===== src/rtl/instr_sequencer_pkg.sv =====
// Shared definitions for the instruction sequencer and anything that decodes
// its phase output (decoder, debug monitors).
//   PHASE_W   : width of the phase/state encoding
//   state_t   : sequencer state encoding, exported on the phase output
//   is_active : 1 for states in which an instruction is in flight
package seq_pkg;

  localparam int PHASE_W = 4;

  typedef enum logic [PHASE_W-1:0] {
    IDLE   = 4'd0,
    LOAD   = 4'd1,
    FETCH  = 4'd2,
    DECODE = 4'd3,
    EXEC   = 4'd4,
    MEM    = 4'd5,
    WB     = 4'd6,
    HALT   = 4'd7,
    ERR    = 4'd8
  } state_t;

  // IDLE, HALT and ERR are the parked states; everything else is executing.
  function automatic logic is_active(state_t s);
    return !((s == IDLE) || (s == HALT) || (s == ERR));
  endfunction

endpackage


===== src/rtl/instr_sequencer_if.sv =====
// Bundle of every sequencer signal other than clock and reset.
//   master : the surrounding datapath/controller side (drives control and
//            decoder/ALU/memory flags, observes PC/IR/RF strobes and status)
//   slave  : the sequencer itself
// Handshake: mem_req is held high for every cycle spent waiting on data
// memory; the access completes in the cycle mem_ready is sampled high while
// mem_req is high. mem_ready at any other time carries no meaning.
interface instr_sequencer_if #(
  parameter int D     = 12,
  parameter int CNT_W = 16
);
  // control and flags into the sequencer
  logic                        start;
  logic [D-1:0]                start_addr;
  logic                        abort;
  logic                        instr_is_mem;
  logic                        instr_is_halt;
  logic                        branch_taken;
  logic [D-1:0]                branch_target;
  logic                        mem_ready;
  // strobes and status out of the sequencer
  logic                        pc_en;
  logic                        pc_branch;
  logic [D-1:0]                pc_target;
  logic                        ir_load;
  logic                        reg_we;
  logic                        mem_req;
  logic [seq_pkg::PHASE_W-1:0] phase;
  logic                        running;
  logic                        halted;
  logic                        fault;
  logic [CNT_W-1:0]            instr_count;

  modport master (
    output start, start_addr, abort, instr_is_mem, instr_is_halt,
           branch_taken, branch_target, mem_ready,
    input  pc_en, pc_branch, pc_target, ir_load, reg_we, mem_req,
           phase, running, halted, fault, instr_count
  );

  modport slave (
    input  start, start_addr, abort, instr_is_mem, instr_is_halt,
           branch_taken, branch_target, mem_ready,
    output pc_en, pc_branch, pc_target, ir_load, reg_we, mem_req,
           phase, running, halted, fault, instr_count
  );

endinterface


===== src/rtl/instr_sequencer_mem_wait_timer.sv =====
// Counts cycles the sequencer spends in MEM without mem_ready.
//   clk, reset : clock, asynchronous active-low reset
//   clear      : hold the count at zero (asserted whenever not in MEM)
//   en         : this cycle is a waiting cycle (in MEM, mem_ready low)
//   expired    : this waiting cycle is the TIMEOUT-th one
module mem_wait_timer #(
  parameter int TIMEOUT = 15,
  parameter int CW      = $clog2(TIMEOUT + 1)
) (
  input  logic clk,
  input  logic reset,
  input  logic clear,
  input  logic en,
  output logic expired
);

  logic [CW-1:0] cnt_q;

  always_ff @(posedge clk or negedge reset) begin
    if (!reset) begin
      cnt_q <= '0;
    end else if (clear) begin
      cnt_q <= '0;
    end else if (en) begin
      cnt_q <= cnt_q + CW'(1);
    end
  end

  // cnt_q holds the number of earlier waiting cycles, so the current one is
  // number cnt_q+1; it is the last allowed when that reaches TIMEOUT.
  assign expired = en && (cnt_q == CW'(TIMEOUT - 1));

endmodule


===== src/rtl/instr_sequencer.sv =====
// Multi-cycle control FSM: steps each instruction through
// FETCH/DECODE/EXEC/(MEM)/WB and drives the PC load/branch controls, the IR
// capture strobe, the register-file write strobe and the data-memory request.
//   clk   : clock, all state on the rising edge
//   reset : asynchronous, active-low
//   bus   : instr_sequencer_if.slave (control, decoder/ALU/memory flags,
//           PC/IR/RF strobes, phase/running/halted/fault status, instr_count)
// All outputs decode from registered state only.
module instr_sequencer
  import seq_pkg::*;
#(
  parameter int D       = 12,
  parameter int CNT_W   = 16,
  parameter int TIMEOUT = 15
) (
  input  logic                clk,
  input  logic                reset,
  instr_sequencer_if.slave    bus
);

  state_t           state_q, state_d;
  logic [D-1:0]     target_q;   // start address in LOAD, branch target in WB
  logic             taken_q;
  logic             is_mem_q;
  logic [CNT_W-1:0] count_q;
  logic             timer_expired;
  logic             accept_start;

  // start only counts while parked, and abort overrides it.
  assign accept_start = bus.start && !bus.abort && !is_active(state_q);

  mem_wait_timer #(.TIMEOUT(TIMEOUT)) u_wait_timer (
    .clk     (clk),
    .reset   (reset),
    .clear   (state_q != MEM),
    .en      ((state_q == MEM) && !bus.mem_ready),
    .expired (timer_expired)
  );

  always_ff @(posedge clk or negedge reset) begin
    if (!reset) begin
      state_q <= IDLE;
    end else begin
      state_q <= state_d;
    end
  end

  always_comb begin
    state_d = state_q;
    if (bus.abort) begin
      state_d = IDLE;
    end else begin
      case (state_q)
        IDLE, HALT, ERR: if (bus.start) state_d = LOAD;
        LOAD:            state_d = FETCH;
        FETCH:           state_d = DECODE;
        DECODE:          state_d = bus.instr_is_halt ? HALT : EXEC;
        EXEC:            state_d = is_mem_q ? MEM : WB;
        // completion beats timeout when both land in the same cycle
        MEM: begin
          if (bus.mem_ready)  state_d = WB;
          else if (timer_expired) state_d = ERR;
        end
        WB:              state_d = FETCH;
        default:         state_d = IDLE;
      endcase
    end
  end

  // Per-instruction flags, shared target register and retire counter.
  always_ff @(posedge clk or negedge reset) begin
    if (!reset) begin
      target_q <= '0;
      taken_q  <= 1'b0;
      is_mem_q <= 1'b0;
      count_q  <= '0;
    end else if (!bus.abort) begin
      if (accept_start) begin
        target_q <= bus.start_addr;
        count_q  <= '0;
      end
      if (state_q == DECODE) begin
        is_mem_q <= bus.instr_is_mem;
      end
      if (state_q == EXEC) begin
        taken_q  <= bus.branch_taken;
        target_q <= bus.branch_taken ? bus.branch_target : '0;
      end
      if (state_q == WB) begin
        count_q <= count_q + CNT_W'(1);
      end
    end
  end

  // LOAD always performs an absolute load; WB loads only on a taken branch.
  assign bus.pc_en       = (state_q == LOAD) || (state_q == WB);
  assign bus.pc_branch   = (state_q == LOAD) || ((state_q == WB) && taken_q);
  assign bus.pc_target   = bus.pc_en ? target_q : '0;
  assign bus.ir_load     = (state_q == FETCH);
  assign bus.reg_we      = (state_q == WB);
  assign bus.mem_req     = (state_q == MEM);
  assign bus.phase       = state_q;
  assign bus.running     = is_active(state_q);
  assign bus.halted      = (state_q == HALT);
  assign bus.fault       = (state_q == ERR);
  assign bus.instr_count = count_q;

endmodule

===== src/flat_wrapper.sv =====
// flat-port wrapper written by rule: the top's interface ports become plain ports
module instr_sequencer_flat import seq_pkg::*;
#(
  parameter int D       = 12,
  parameter int CNT_W   = 16,
  parameter int TIMEOUT = 15
)
  (clk, reset, bus_start, bus_start_addr, bus_abort, bus_instr_is_mem, bus_instr_is_halt, bus_branch_taken, bus_branch_target, bus_mem_ready, bus_pc_en, bus_pc_branch, bus_pc_target, bus_ir_load, bus_reg_we, bus_mem_req, bus_phase, bus_running, bus_halted, bus_fault, bus_instr_count);
  instr_sequencer_if #(.D(D), .CNT_W(CNT_W)) bus_i ();
  input  logic clk;
  input  logic reset;
  input wire logic [$bits(bus_i.start)-1:0] bus_start;
  input wire logic [$bits(bus_i.start_addr)-1:0] bus_start_addr;
  input wire logic [$bits(bus_i.abort)-1:0] bus_abort;
  input wire logic [$bits(bus_i.instr_is_mem)-1:0] bus_instr_is_mem;
  input wire logic [$bits(bus_i.instr_is_halt)-1:0] bus_instr_is_halt;
  input wire logic [$bits(bus_i.branch_taken)-1:0] bus_branch_taken;
  input wire logic [$bits(bus_i.branch_target)-1:0] bus_branch_target;
  input wire logic [$bits(bus_i.mem_ready)-1:0] bus_mem_ready;
  output wire logic [$bits(bus_i.pc_en)-1:0] bus_pc_en;
  output wire logic [$bits(bus_i.pc_branch)-1:0] bus_pc_branch;
  output wire logic [$bits(bus_i.pc_target)-1:0] bus_pc_target;
  output wire logic [$bits(bus_i.ir_load)-1:0] bus_ir_load;
  output wire logic [$bits(bus_i.reg_we)-1:0] bus_reg_we;
  output wire logic [$bits(bus_i.mem_req)-1:0] bus_mem_req;
  output wire logic [$bits(bus_i.phase)-1:0] bus_phase;
  output wire logic [$bits(bus_i.running)-1:0] bus_running;
  output wire logic [$bits(bus_i.halted)-1:0] bus_halted;
  output wire logic [$bits(bus_i.fault)-1:0] bus_fault;
  output wire logic [$bits(bus_i.instr_count)-1:0] bus_instr_count;
  assign bus_i.start = bus_start;
  assign bus_i.start_addr = bus_start_addr;
  assign bus_i.abort = bus_abort;
  assign bus_i.instr_is_mem = bus_instr_is_mem;
  assign bus_i.instr_is_halt = bus_instr_is_halt;
  assign bus_i.branch_taken = bus_branch_taken;
  assign bus_i.branch_target = bus_branch_target;
  assign bus_i.mem_ready = bus_mem_ready;
  assign bus_pc_en = bus_i.pc_en;
  assign bus_pc_branch = bus_i.pc_branch;
  assign bus_pc_target = bus_i.pc_target;
  assign bus_ir_load = bus_i.ir_load;
  assign bus_reg_we = bus_i.reg_we;
  assign bus_mem_req = bus_i.mem_req;
  assign bus_phase = bus_i.phase;
  assign bus_running = bus_i.running;
  assign bus_halted = bus_i.halted;
  assign bus_fault = bus_i.fault;
  assign bus_instr_count = bus_i.instr_count;
  instr_sequencer #(.D(D), .CNT_W(CNT_W), .TIMEOUT(TIMEOUT)) u_core (.clk(clk), .reset(reset), .bus(bus_i));
endmodule

===== config.mk =====
export PLATFORM = sky130hd
export DESIGN_NAME = instr_sequencer_flat
export DESIGN_NICKNAME = d
export VERILOG_FILES = /design/src/rtl/instr_sequencer_pkg.sv /design/src/rtl/instr_sequencer_if.sv /design/src/rtl/instr_sequencer_mem_wait_timer.sv /design/src/rtl/instr_sequencer.sv /design/src/flat_wrapper.sv
export SDC_FILE = /design/constraint.sdc
export NUM_CORES = 1
export LEC_CHECK = 0
export ABC_AREA = 1
export ABC_CLOCK_PERIOD_IN_PS = 2700
export BUFFER_PORTS_ARGS = -buffer_cell sky130_fd_sc_hd__buf_2
export CAP_MARGIN = 25
export CORE_MARGIN = 1
export CORE_UTILIZATION = 55
export CTS_CLUSTER_DIAMETER = 80
export CTS_CLUSTER_SIZE = 40
export DETAILED_ROUTE_END_ITERATION = 10
export PLACE_DENSITY_LB_ADDON = 0.12
export SYNTH_ARGS = -nofsm -noshare
export SYNTH_HDL_FRONTEND = slang
export SYNTH_HIERARCHICAL = 1
export SYNTH_SLANG_ARGS = --single-unit

===== constraint.sdc =====
create_clock -name clk -period 2.7 [get_ports clk]
set_input_delay 0.135 -clock clk [delete_from_list [all_inputs] [get_ports clk]]
set_output_delay 0.135 -clock clk [all_outputs]
set_load 0.02 [all_outputs]

# Yosys cells after proc, flatten, opt, wreduce, memory -nomap -nowiden

Cells that the tools add are included.

Flip-flop bits (word level): 38
Input port bits: 32
Output and inout bits: 40
Word-level logic and storage cells: 59

Add/subtract/negate cells: 2
Equality and inequality tests: 12
Muxes and demuxes: 15
Bitwise gates (word level): 1
Reductions and logical operators: 23

Operator list:

| operator                                              | count |
|---|---|
| 2-to-1 mux 12 bit                                     | 4 |
| 2-to-1 mux 16 bit                                     | 2 |
| 2-to-1 mux 4 bit                                      | 6 |
| case mux 4 bit (6 select lines)                       | 1 |
| adder 16 x 1 -> 16 bit, second input constant         | 1 |
| equality test 4 x 3 -> 1 bit, second input constant   | 4 |
| AND reduction 2 bit                                   | 5 |
| equality test 4 x 2 -> 1 bit, second input constant   | 2 |
| equality test 4 bit, second input constant            | 2 |
| inequality test 4 x 3 -> 1 bit, second input constant | 2 |
| nonzero test 2 bit                                    | 3 |
| logical AND 1 bit                                     | 5 |
| adder 4 x 1 -> 4 bit, second input constant           | 1 |
| equality test 4 x 1 -> 1 bit, second input constant   | 1 |
| zero test 4 bit                                       | 1 |
| logical OR 1 bit                                      | 4 |
| 2-to-1 mux 2 bit                                      | 2 |
| zero test 1 bit                                       | 3 |
| inequality test 3 bit, second input constant          | 1 |
| OR reduction 3 bit                                    | 1 |
| OR reduction 2 bit                                    | 1 |
| inverter 1 bit                                        | 1 |

# Logic depth before layout (Yosys ltp)

Word-level depth: 7
Mapped depth: 13
Gate-level depth less buffers: 13

# Hierarchy

The synthesis kept the hierarchy.

By module, submodules not included:

| module          | instances | cells each | area an instance (um^2) | seq. area each (um^2) |
|---|---|---|---|---|
| instr_sequencer | 1         | 307        | 2,134.5                 | 850.8 |
| mem_wait_timer  | 1         | 27         | 221.5                   | 100.1 |

# Least setup slack after synthesis

Ideal clock, no wire load.

Path type: register to register
From: register u_core.state_q[3] (netlist: u_core/bus.phase[3])
To: register u_core.state_q[2] (netlist: u_core/bus.phase[2])
Library setup time: 0.127 ns
Arrival time: 1.744 ns
Required time: 2.573 ns
Setup slack: 0.829 ns
Stages on the path, launching flop included: 13
Buffers on the path: 0
Period minus slack after synthesis: 1.871 ns
Cells stage by stage: dfrtp_1 > inv_1 > nand2_1 > nor2_2 > nand2_1 > inv_1 > nand2_1 > nor2_1 > inv_1 > nand4_1 > nand2_1 > nand2_1 > o21ai_0

Longest elaborated chain between the ends: 5
Elaborated cells between the ends (all ways): 18
Classes of those cells: eq/ne (10); mux (2); reduce/logical (6)

Ends and longest elaborated chain:

| item                                            | line                                 | RTL |
|---|---|---|
| start: declaration                              | instr_sequencer.sv:21                | `state_t state_q, state_d;` |
| start signal: assignment                        | instr_sequencer.sv:44                | `state_q <= state_d;` |
| equality test 4 x 3 -> 1 bit                    | n/a                                  |  |
| via bus_mem_req                                 | flat_wrapper.sv:25                   | `output wire logic [$bits(bus_i.mem_req)-1:0] bus_mem_req;` |
| logical AND 1 bit                               | instr_sequencer.sv:36                | `.en ((state_q == MEM) && !bus.mem_ready),` |
| logical AND 1 bit                               | instr_sequencer_mem_wait_timer.sv:31 | `assign expired = en && (cnt_q == CW'(TIMEOUT - 1));` |
| via u_core.timer_expired                        | instr_sequencer.sv:26                | `logic timer_expired;` |
| inequality test 4 x 3 -> 1 bit (no source line) | n/a                                  |  |
| AND reduction 2 bit (no source line)            | n/a                                  |  |

The timed path passes the listed nets, and every way through them passes these cells.
A chain may end at the register's enable or synchronous reset.

# Final worst setup path

From: register u_core.state_q[2] (netlist: u_core/bus.phase[2])
To: output port bus_pc_branch

Longest elaborated chain between the ends: 3
Elaborated cells between the ends (all ways): 4
Classes of those cells: eq/ne (2); reduce/logical (2)

Ends and longest elaborated chain:

| item                         | line                  | RTL |
|---|---|---|
| equality test 4 x 3 -> 1 bit | instr_sequencer.sv:97 | `assign bus.pc_branch = (state_q == LOAD) \|\| ((state_q == WB) && taken_q);` |
| logical AND 1 bit            | instr_sequencer.sv:97 |  |
| logical OR 1 bit (*)         | instr_sequencer.sv:97 |  |
| end: declaration             | flat_wrapper.sv:21    | `output wire logic [$bits(bus_i.pc_branch)-1:0] bus_pc_branch;` |

Mark *: on every way between the ends. The rest lies on a longest branch, timed or not.

==> impl_metrics.json <==
{
  "path_clk_slew_ns": 0.07,
  "fillers": 367,
  "tritoncts": "built",
  "yosys_warnings": 6,
  "ys_ff_latch": 38,
  "post_cts_buffers": 0,
  "critPathSlowestCell": "dfrtp_1",
  "clock_skew_ns": 0.00649,
  "nNetsFinal": 438,
  "cp-end-kind": "output pin",
  "slew_headroom_pct": 43.0,
  "seq_area_sq_um": 951,
  "synth_most_common_cell": "nand2_1",
  "tns_ns": 0,
  "ys_types": 25,
  "finalMaxSlewViolations": 0,
  "synth_ff_type": "dfrtp_1",
  "synth_area_leaders": "dfrtp_1, nand2_1, nor2_1",
  "postSynthCellCount": 334,
  "drc": 0,
  "rows": 23,
  "antenna_left": 0,
  "fmax_mhz": 512,
  "hpwl_um": 4020,
  "die_w_um": 67.5,
  "clock_latency_ns": 0.29,
  "drive_gt1_share_pct": 22.5,
  "numCtsBuffers": 5,
  "hold_viol": 0,
  "startpoint_type": "flop",
  "postSynthAreaPerCell_sq_um": 7.05,
  "die_y_um": 67.5,
  "maxCapViolations": 0,
  "grt_pass1_wl_um": 8690,
  "path_class": "reg -> out",
  "crit_family": "buffers and inverters",
  "grt_pass1_vias": 2026,
  "clk_path_buf_depth": 2,
  "gp_congestion": 0.867,
  "rsz0062_at_grt": "no",
  "syn-cell-area_sq_um": 2360,
  "syn_nets": 369,
  "areaGrowthSynthToFinish_pct": 19.4,
  "crit_buf_inv": 3,
  "vias_per_cell": 5.37,
  "met1_usage_pct": 31.6,
  "p_per_area_nw_per_um2": 758,
  "cp_max_fo": 13,
  "synth_common_cells": "nand2_1, nor2_1, inv_1, dfrtp_1, nand3_1",
  "grtUsageMet3_pct": 6.25,
  "cts_root_buffer": "clkbuf_8",
  "grt_usage_pct": 25.7,
  "worstPathCellList": "inv_1, nor2_1, nand3_1, inv_1, nand2_1, nand2_1, buf_2",
  "core_area_sq_um": 4060,
  "tightest_slew_ns": 0.855,
  "async_flop_share_pct": 100,
  "ios": 72,
  "p_total_mw": 2.13,
  "busiest_layer": "met2",
  "antenna-diode-count": 0,
  "cts.sinks": 38,
  "use_met2_pct": 44.1,
  "hp-class": "in -> reg",
  "r2r_setup_slack_ns": 0.82,
  "antenna_found_initial": 0,
  "synth_top_area_share_pct": 40.4,
  "drtIter0Drc": 181,
  "overflow": 0,
  "status": "completed",
  "multiInputGateArea_sq_um": 1180,
  "arrival_ns": 1.82,
  "cts.htree.levels": 2,
  "timing.final.crit_share_pct": 72.3,
  "wl_per_cell_um": 12.3,
  "drt-total-wl_um": 5570,
  "num_vias": 2437,
  "worstPathRequired_ns": 2.57,
  "initial_core_util_pct": 58.1,
  "p_leak_nw": 1.50,
  "io_buffers": 71,
  "setup_viol": 0,
  "irDropWorstVdd_uv": 486,
  "min_period_ns": 1.95,
  "synth_top_cell_by_area": "dfrtp_1",
  "synth_edf_count": 0,
  "seq_area_frac_synth_pct": 40.4,
  "dieArea_sq_um": 4550,
  "cpPeakStageDelay_ns": 0.39,
  "grt_start_max_net_pins": 39,
  "drtPass1Iterations": 4
}
-- cell usage in the layout (no fill, tap or decap), types with 2 or more instances in the layout --
master / Yosys / routed
clkbuf_8: 0 / 6
o21ai_0: 5 / 5
nor2_1: 42 / 42
nor2_2: 2 / 2
o21bai_1: 4 / 4
buf_2: 5 / 71
inv_1: 41 / 41
dfrtp_1: 38 / 38
o211ai_1: 12 / 12
nand3_1: 24 / 24
ha_1: 3 / 3
nand4_1: 17 / 17
o21ai_1: 17 / 17
nor2_4: 2 / 2
xor2_1: 2 / 2
a21oi_1: 8 / 8
nand2_2: 4 / 4
nand2_1: 96 / 96
nand2_4: 2 / 2
-- logic make-up after synthesis --
family / count (synthesis) / share of synthesized area (%)
mux: 1 / 0.478
compound gates: 47 / 11.8
buf+inv: 53 / 9.67
simple gates: 190 / 35.4
fa+ha+maj: 3 / 1.59
xor+xnor: 2 / 0.744
flops: 38 / 40.4
-- where the power goes --
part / switching (mW) / internal (mW)
clock: 0.201 / 0.206
combinational: 0.643 / 0.284
sequential: 0.0864 / 0.711
-- timing repair --
item                                    in CTS  in global routing
resized for setup                            0                  0
hold endpoints to repair                    38                  0
endpoints found under the setup margin       0                  0
hold buffers                                 1                  0
-- final timing paths --
check                                            end           startpoint  cells after the start
min in group asynchronous  u_core/bus.instr_count[4]                reset                      2
max reg2reg                       u_core/target_q[4]  u_core/bus.phase[0]                      7
min reg2reg                       u_core/target_q[6]   u_core/target_q[6]                      2
max in group asynchronous        u_core/bus.phase[2]                reset                      2
max                                    bus_pc_branch  u_core/bus.phase[2]                      7
min                                  u_core/is_mem_q     bus_instr_is_mem                      3
-- sequential cells by signal, summed over array words and instances (netlist names) --
name and count:
u_core/bus.phase 4, u_core/is_mem_q 1, u_core/bus.instr_count 16, u_core/target_q 12, u_core/u_wait_timer/cnt_q 4, u_core/taken_q 1
-- through the flow --
| step | utilization [%] | setup WS [ns] | cell area (sq um) | hold slack, ns | std cells |
|---|---|---|---|---|---|
| after floorplan | - | 0.829 | 2360 | -0.161 | 334 |
| after detailed placement | 66.8 | 0.842 | 2710 | 0.296 | 445 |
| after CTS | 69.3 | 0.742 | 2810 | 0.0459 | 454 |
| after global placement | 66.8 | 0.852 | 2710 | 0.292 | 445 |
| after global routing | 69.3 | 0.509 | 2810 | 0.0663 | 454 |
| final | 69.3 | 0.749 | 2810 | 0.0494 | 454 |
-- routing by layer --
layer  part of all wire (%)  vias up  wire length, um
li1                       -     1221                -
met3                    5.8        6              322
met2                     48       74             2700
met4                    1.1        0               59
met1                     45     1136             2500
met5                      0        -                0
-- worst reg2reg max path, delay by kind of cell, from the launching register on --
family	cells	cell delay [ns]
flops	1	0.44
buf+inv	1	0.16
compound gates	2	0.24
simple gates	4	0.97
-- final cells by class --
type / instances / area share, %
Sequential cell: 38 / 33.8
Clock buffer: 7 / 3.07
Multi-Input combinational cell: 243 / 41.9
Clock inverter: 1 / 0.178
Inverter: 42 / 5.60
Timing Repair Buffer: 73 / 13.3
Tap cell: 50 / 2.22
Power figures use the tool's default switching activity.
